<file path="config.mk">
export PLATFORM = sky130hd
export DESIGN_NAME = pipe_ctrl_unit
export DESIGN_NICKNAME = d
export VERILOG_FILES = /design/src/rtl/pipe_ctrl_unit.sv
export SDC_FILE = /design/constraint.sdc
export NUM_CORES = 1
export LEC_CHECK = 0
export BUFFER_PORTS_ARGS = -buffer_cell sky130_fd_sc_hd__buf_2
export CELL_PAD_IN_SITES_DETAIL_PLACEMENT = 0
export CELL_PAD_IN_SITES_GLOBAL_PLACEMENT = 1
export CORE_ASPECT_RATIO = 0.6
export CORE_MARGIN = 2
export CORE_UTILIZATION = 30
export CTS_CLUSTER_SIZE = 10
export DETAILED_ROUTE_END_ITERATION = 8
export GPL_TIMING_DRIVEN = 0
export PLACE_DENSITY = 0.85
export SYNTH_ARGS = -nofsm -noshare
export SYNTH_HDL_FRONTEND = slang
export SYNTH_SLANG_ARGS = --single-unit
</file>
<file path="constraint.sdc">
create_clock -name clk -period 5.58 [get_ports clk]
set_input_delay 0.558 -clock clk [delete_from_list [all_inputs] [get_ports clk]]
set_output_delay 0.558 -clock clk [all_outputs]
set_load 0.005 [all_outputs]
</file>
<file path="src/rtl/pipe_ctrl_unit.sv">
// ID-stage control for the pipelined LEGv8 core: opcode decode, branch resolution in ID,
// NZCV register with EX forwarding, load-use stall detection and the ID/EX control register.
module pipe_ctrl_unit #(
    parameter int DATA_W     = 64,
    parameter int XFER_BYTES = 8,
    parameter int COND_EN    = 1
) (
    input  logic              clk,
    input  logic              reset,
    input  logic              id_valid,
    input  logic [10:0]       id_opcode,
    input  logic [4:0]        id_rd,
    input  logic [4:0]        id_rn,
    input  logic [4:0]        id_rm,
    input  logic [DATA_W-1:0] id_da,
    input  logic [3:0]        ex_alu_flags,
    input  logic              flush,
    output logic              stall,
    output logic              br_taken,
    output logic              uncond_br,
    output logic              br_reg,
    output logic              squash_if,
    output logic              ex_valid,
    output logic              ex_regwrite,
    output logic              ex_memread,
    output logic              ex_memwrite,
    output logic              ex_memtoreg,
    output logic              ex_alusrc,
    output logic              ex_flagset,
    output logic              ex_bl,
    output logic              ex_immediate,
    output logic [2:0]        ex_aluop,
    output logic [3:0]        ex_xfer_size,
    output logic [4:0]        ex_rd,
    output logic [3:0]        flags_q
);

    localparam logic [2:0] ALU_PASSB = 3'b000;
    localparam logic [2:0] ALU_ADD   = 3'b010;
    localparam logic [2:0] ALU_SUB   = 3'b011;

    typedef struct packed {
        logic       valid;
        logic       regwrite;
        logic       memread;
        logic       memwrite;
        logic       memtoreg;
        logic       alusrc;
        logic       flagset;
        logic       bl;
        logic       immediate;
        logic [2:0] aluop;
        logic [3:0] xfer;
        logic [4:0] rd;
    } ctrl_t;

    ctrl_t      dec_w;
    ctrl_t      ex_d;
    ctrl_t      ex_q;
    logic       use_rn;
    logic       use_src2;
    logic [4:0] src2;
    logic       is_b;
    logic       is_bl;
    logic       is_br;
    logic       is_cbz;
    logic       is_bcond;
    logic [3:0] eff_flags;
    logic       cond_met;
    logic       taken_raw;
    logic       unused_c_flag;

    always_comb begin
        dec_w    = '0;
        use_rn   = 1'b0;
        use_src2 = 1'b0;
        src2     = id_rm;
        is_b     = 1'b0;
        is_bl    = 1'b0;
        is_br    = 1'b0;
        is_cbz   = 1'b0;
        is_bcond = 1'b0;
        if (id_valid) begin
            casez (id_opcode)
                11'b1001000100?: begin
                    dec_w.valid     = 1'b1;
                    dec_w.regwrite  = (id_rd != 5'd31);
                    dec_w.alusrc    = 1'b1;
                    dec_w.immediate = 1'b1;
                    dec_w.aluop     = ALU_ADD;
                    dec_w.rd        = id_rd;
                    use_rn          = 1'b1;
                end
                11'b10101011000, 11'b11101011000: begin
                    dec_w.valid    = 1'b1;
                    dec_w.regwrite = (id_rd != 5'd31);
                    dec_w.flagset  = 1'b1;
                    dec_w.aluop    = id_opcode[9] ? ALU_SUB : ALU_ADD;
                    dec_w.rd       = id_rd;
                    use_rn         = 1'b1;
                    use_src2       = 1'b1;
                end
                11'b11111000010: begin
                    dec_w.valid    = 1'b1;
                    dec_w.regwrite = (id_rd != 5'd31);
                    dec_w.memread  = 1'b1;
                    dec_w.memtoreg = 1'b1;
                    dec_w.alusrc   = 1'b1;
                    dec_w.aluop    = ALU_ADD;
                    dec_w.xfer     = 4'(XFER_BYTES);
                    dec_w.rd       = id_rd;
                    use_rn         = 1'b1;
                end
                11'b11111000000: begin
                    dec_w.valid    = 1'b1;
                    dec_w.memwrite = 1'b1;
                    dec_w.alusrc   = 1'b1;
                    dec_w.aluop    = ALU_ADD;
                    dec_w.xfer     = 4'(XFER_BYTES);
                    dec_w.rd       = id_rd;
                    use_rn         = 1'b1;
                    use_src2       = 1'b1;
                    src2           = id_rd;
                end
                11'b000101?????: begin
                    dec_w.valid = 1'b1;
                    is_b        = 1'b1;
                end
                11'b100101?????: begin
                    dec_w.valid    = 1'b1;
                    dec_w.bl       = 1'b1;
                    dec_w.regwrite = 1'b1;
                    dec_w.rd       = 5'd30;
                    is_bl          = 1'b1;
                end
                11'b11010110000: begin
                    dec_w.valid = 1'b1;
                    is_br       = 1'b1;
                    use_src2    = 1'b1;
                    src2        = id_rd;
                end
                11'b10110100???: begin
                    dec_w.valid = 1'b1;
                    dec_w.aluop = ALU_PASSB;
                    is_cbz      = 1'b1;
                    use_src2    = 1'b1;
                    src2        = id_rd;
                end
                11'b01010100???: begin
                    dec_w.valid = 1'b1;
                    is_bcond    = 1'b1;
                end
                default: dec_w = '0;
            endcase
        end
    end

    // A load still in EX cannot forward its data in time for a consumer in ID.
    assign stall = id_valid && ex_q.valid && ex_q.memread && (ex_q.rd != 5'd31) &&
                   ((use_rn && (id_rn == ex_q.rd)) || (use_src2 && (src2 == ex_q.rd)));

    assign eff_flags     = (ex_q.valid && ex_q.flagset) ? ex_alu_flags : flags_q;
    assign unused_c_flag = eff_flags[1];

    // eff_flags = {N, Z, C, V}
    always_comb begin
        cond_met = 1'b0;
        if (COND_EN == 0) begin
            cond_met = (eff_flags[3] != eff_flags[0]);
        end else begin
            case (id_rd[3:0])
                4'b0000: cond_met = eff_flags[2];
                4'b0001: cond_met = !eff_flags[2];
                4'b1010: cond_met = (eff_flags[3] == eff_flags[0]);
                4'b1011: cond_met = (eff_flags[3] != eff_flags[0]);
                4'b1100: cond_met = !eff_flags[2] && (eff_flags[3] == eff_flags[0]);
                4'b1101: cond_met = eff_flags[2] || (eff_flags[3] != eff_flags[0]);
                4'b1110: cond_met = 1'b1;
                default: cond_met = 1'b0;
            endcase
        end
    end

    assign taken_raw = is_b || is_bl || (is_cbz && (id_da == '0)) || (is_bcond && cond_met);
    assign br_taken  = taken_raw && !stall;
    assign br_reg    = is_br && !stall;
    assign squash_if = br_taken || br_reg;
    assign uncond_br = is_b || is_bl;

    assign ex_d = (flush || stall) ? '0 : dec_w;

    // The EX instruction completes regardless of stall/flush, so its flags always commit.
    always_ff @(posedge clk or posedge reset) begin
        if (reset) begin
            ex_q    <= '0;
            flags_q <= 4'b0000;
        end else begin
            ex_q <= ex_d;
            if (ex_q.valid && ex_q.flagset) begin
                flags_q <= ex_alu_flags;
            end
        end
    end

    assign ex_valid     = ex_q.valid;
    assign ex_regwrite  = ex_q.regwrite;
    assign ex_memread   = ex_q.memread;
    assign ex_memwrite  = ex_q.memwrite;
    assign ex_memtoreg  = ex_q.memtoreg;
    assign ex_alusrc    = ex_q.alusrc;
    assign ex_flagset   = ex_q.flagset;
    assign ex_bl        = ex_q.bl;
    assign ex_immediate = ex_q.immediate;
    assign ex_aluop     = ex_q.aluop;
    assign ex_xfer_size = ex_q.xfer;
    assign ex_rd        = ex_q.rd;

endmodule

</file>
; ---- Yosys cells after proc, flatten, opt, wreduce, memory -nomap -nowiden
; Index checks and enable logic that the tools add are counted.
[totals]
register_bits = 25
out_inout_bits = 30
[op_classes]
n_eq_ne = 22
n_mux = 31
n_reduce_logical = 31
[ops]
columns = operator, count
row1 = zero test 64 bit, 1
row2 = equality test 11 bit (second input constant), 5
row3 = two-way mux 21 bit, 2
row4 = two-way mux 1 bit, 21
row5 = equality test 4 bit (second input constant), 5
row6 = logical AND 1 bit, 12
row7 = equality test 10 bit (second input constant), 1
row8 = equality test 5 bit, 2
row9 = two-way mux 5 bit, 2
row10 = != test 5 bit (second input constant), 2
row11 = case mux 5 bit (2 select lines), 1
row12 = OR reduction 10 bit, 1
row13 = OR reduction 5 bit, 2
row14 = equality test 8 x 7 -> 1 bit (second input constant), 1
row15 = equality test 8 bit (second input constant), 1
row16 = two-way mux 4 bit, 2
row17 = logical OR 1 bit, 7
row18 = case mux 1 bit (7 select lines), 1
row19 = equality test 6 x 3 -> 1 bit (second input constant), 1
row20 = equality test 6 bit (second input constant), 1
row21 = OR reduction 3 bit, 2
row22 = equality test 4 x 1 -> 1 bit (second input constant), 1
row23 = zero test 4 bit, 1
row24 = case mux 2 bit (2 select lines), 1
row25 = 6 further kinds, 8

; ---- Depth between registers and ports, before layout
[depth]
ltp_word = 11
mapped_depth = 10

; ---- Worst setup path before layout
; Ideal clock, no wire load.
[synth_timing]
kind = input port to output port
start = input port id_opcode[1]
end = output port br_taken
arrival_time_ps = 2448
required_time_ps = 5022
path_slack_ps = 2574
stages = 9
path_buffers = 2
cell_sequence = or4_4 -> or4_4 -> a21oi_1 -> a31oi_1 -> a2bb2oi_1 -> and4_4 -> buf_6 -> buf_6 -> nor2_1
[synth_between]
elab_chain_len = 10
word_cells_on_any_way = 22
cone_classes = eq/ne (7) / mux (6) / reduce/logical (9)
[synth_rtl]
columns = element, line_no
row1 = start: declaration, 11  ; input logic [10:0] id_opcode,
row2 = equality test 11 bit, 84  ; casez (id_opcode)
row3 = OR reduction 3 bit (no line), -
row4 = two-way mux 5 bit, 84
row5 = two-way mux 5 bit, 83  ; if (id_valid) begin
row6 = equality test 5 bit, 160  ; ((use_rn && (id_rn == ex_q.rd)) || (use_src2 && (src2 == ex_q.rd)));
row7 = logical AND 1 bit, 160
row8 = logical OR 1 bit *, 160
row9 = logical AND 1 bit *, 159  ; assign stall = id_valid && ex_q.valid && ex_q.memread && (ex_q.rd != 5'd31) &&
row10 = zero test 1 bit *, 185  ; assign br_taken = taken_raw && !stall;
row11 = logical AND 1 bit *, 185
row12 = end: declaration, 19  ; output logic br_taken,
; Mark *: on every way between the ends. The rest lies on a longest branch, timed or not.

; ---- Worst setup path after layout
; Ends and elaborated chain as after synthesis.

==> flow_metrics.tcl <==
set metrics [dict create \
    cp_data_required_time_ns 5.02 \
    antenna_found_initial 0 \
    tns_ns 0 \
    fillers 581 \
    p_leak_nw 1.26 \
    synth_top_area_cell "dfrtp_1" \
    synth.most_common_cell "nor4_1" \
    cts_made_buffers 3 \
    async_flop_share_pct 100 \
    worst_slew_pin_slew_ns 0.734 \
    grt-ovfl-total 0 \
    post-place-ws_ns 2.13 \
    final_cells 419 \
    ys_ff_latch 20 \
    finClkSkew_ns 0.00195 \
    die_h_um 63.2 \
    hold_class "input port to asynchronous set/reset pin" \
    place_congestion 0.886 \
    ys.warnings.count 0 \
    fmax_mhz 285 \
    num_rows 21 \
    cellPowerDensity_nw_per_um2 135 \
    track_usage_pct 19.8 \
    cts.clk_slew.worst_paths_ns 0.07 \
    finalWorstSetupSlack_ns 2.07 \
    cts_hold_buf 0 \
    maxSlewHeadroom_pct 51.0 \
    root_buffer "clkbuf_8" \
    p_seq_share_pct 43.3 \
    placed_area_um2 2470 \
    drtIter0Drc 114 \
    drv_slew 0 \
    worst-setup-path-type "input port to output pin" \
    htree_levels 1 \
    synthTopCellsByCount "nor4_1 (23), dfrtp_1 (20), nor2_1 (13)" \
    cp_max_fo 10 \
    grt_util_met3_pct 4.99 \
    drive_above_1_share_pct 44.0 \
    power_frac_comb_pct 25.2 \
    clkLatencyLatePin_ns 0.25 \
    arrival_ns 2.95 \
    period_minus_slack_ns 3.51 \
    grt_pass1_vias 2059 \
    critPathCaptureType "output pin" \
    ir_drop_v 0.0000835 \
    numPortBuffers 122 \
    viasPerCell 5.24 \
    dieArea_um2 6490 \
    synth.distinct_cells 52 \
    timing.hold.ws_ns 0.416 \
    io_pins 128 \
    avgSynthCellArea_um2 8.34 \
    cts_setup_buffers 0 \
    hpwl_mm 5.31 \
    ctsResizeCount 0 \
    p_sw_mw 0.0897 \
    ys.flop_type "dfrtp_1" \
    clockBufferDepth 2 \
    grt_util_met1_pct 31.8 \
    core_region_area_um2 5600 \
    setup_viol 0 \
    grt-busiest-layer "met1" \
    start_util_pct 31.3 \
    multi_input_area_um2 1140 \
    placed_cells 415 \
    drv_cap 0 \
    cts.sinks 20 \
    seq_area_frac_synth_pct 28.6 \
    clkPwrFrac_pct 31.6 \
    grt_pass1_wl_mm 10.2 \
    syn_to_final_growth_pct 44.4 \
    internal_power_mw 0.252 \
    rsz0062_at_grt "no" \
    synth-edff-count 0 \
    chipWidth_um 103 \
    firstDrtPassIters 4 \
    cp-start-kind "input port" \
    diodes 0 \
    hold_viol_final 0 \
    drt-total-wl_mm 6.35 \
    fin_crit_sh_pct 62.9 \
    num_vias 2195 \
    grt_max_degree 21 \
    yosys-top-cells-area "dfrtp_1 (29%), nor4_1 (8.2%), xor2_1 (4.0%)" \
    final_cell_area_um2 2530 \
    use_met2_pct 27.3 \
    swShare_pct 26.2 \
    status "finished clean" \
    drc 0 \
    synth_top_cell_area_share_pct 28.6 \
    synth_cells 210 \
    wl_per_cell_um 15.2 \
    netlist_area_um2 1750 \
    postRouteAntennaNets 0 \
    cts_tree "yes" \
    register_area_um2 500 \
    nNetsFinal 438 \
]
==> path summary, 6_finish.rpt <==
kind / slack, ns / depth (start not counted) / endpoint / start
setup / recovery: 2.07 / 11 / br_taken / id_opcode[1]
hold / removal: 0.42 / 2 / ex_immediate$_DFF_PP0_ / reset
setup reg to reg: 3.40 / 7 / ex_rd[4]$_DFF_PP0_ / ex_rd[4]$_DFF_PP0_
hold reg to reg: 0.51 / 1 / flags_q[1]$_DFFE_PP0N_ / flags_q[1]$_DFFE_PP0N_
max in group asynchronous: 4.70 / 2 / ex_memread$_DFF_PP0_ / reset
min in group clk: 0.51 / 1 / flags_q[1]$_DFFE_PP0N_ / flags_q[1]$_DFFE_PP0N_
==> power groups by stage <==
| stage | sequential (mW) | combinational [mW] | clock [mW] |
|---|---|---|---|
| 2_1_floorplan | 0.151 | 0.0348 | 0 |
| 3_3_place_gp | 0.151 | 0.0837 | 0 |
| 3_5_place_dp | 0.151 | 0.0850 | 0 |
| 4_1_cts | 0.148 | 0.0854 | 0.111 |
| 5_1_grt | 0.148 | 0.0957 | 0.119 |
| 6_report | 0.148 | 0.0859 | 0.108 |
==> logic make-up after synthesis <==
kind of cell / Yosys count / synth area share [%]
compound gates: 32 / 13.3
buf+inv: 24 / 7.21
other cells: 1 / 0.214
simple gates: 119 / 43.1
mux: 6 / 3.64
flops: 20 / 28.6
xor+xnor: 8 / 4.00
==> through the flow <==
stage | utilization, % | total power [mW]
after floorplan | - | 0.186
after global placement | 44.2 | 0.234
after detailed placement | 44.2 | 0.236
after CTS | 45.2 | 0.345
after global routing | 45.2 | 0.363
final | 45.2 | 0.342
==> metal layers <==
metal,wire (um),vias to the layer above,part of all wire (%)
met5,0,-,0
met4,0,0,0
met3,447,0,7.0
met2,2580,73,41
met1,3320,1048,52
li1,-,1074,-
==> final cells by class <==
cell class / count / share of cell area (%)
Multi-Input combinational cell: 169 / 44.9
Timing Repair Buffer: 122 / 24.1
Inverter: 9 / 1.34
Tap cell: 80 / 3.96
Buffer: 15 / 3.66
Sequential cell: 20 / 19.8
Clock buffer: 4 / 2.18
==> sequential cells by signal, summed over array words and instances, names as in the netlist <==
| register | count |
|---|---|
| ex_valid | 1 |
| ex_memwrite | 1 |
| ex_immediate | 1 |
| ex_xfer_size | 1 |
| ex_regwrite | 1 |
| ex_bl | 1 |
| ex_memread | 1 |
| ex_rd | 5 |
| flags_q | 4 |
| ex_flagset | 1 |
| ex_alusrc | 1 |
| ex_aluop | 2 |
==> cell usage in the layout, fill, tap and decap left out, drive strengths merged, types with 8 or more instances in the layout <==
| master | instances |
|---|---|
| xor2 | 8 |
| inv | 9 |
| a21oi | 9 |
| clkbuf | 11 |
| nor3 | 10 |
| nand4 | 11 |
| nand3 | 12 |
| dfrtp | 20 |
| nand2 | 10 |
| buf | 130 |
| nor2 | 13 |
| nor4 | 26 |
==> critical path: stages <==
cell	delay (ns)
buf_2	0.13
nor4_1	0.54
nand3_1	0.40
a41o_1	0.32
a31oi_1	0.14
a2bb2oi_1	0.17
and4_4	0.23
buf_6	0.13
buf_6	0.15
nor2_1	0.05
buf_2	0.14
Note: power is estimated with default switching activity, not from simulation.
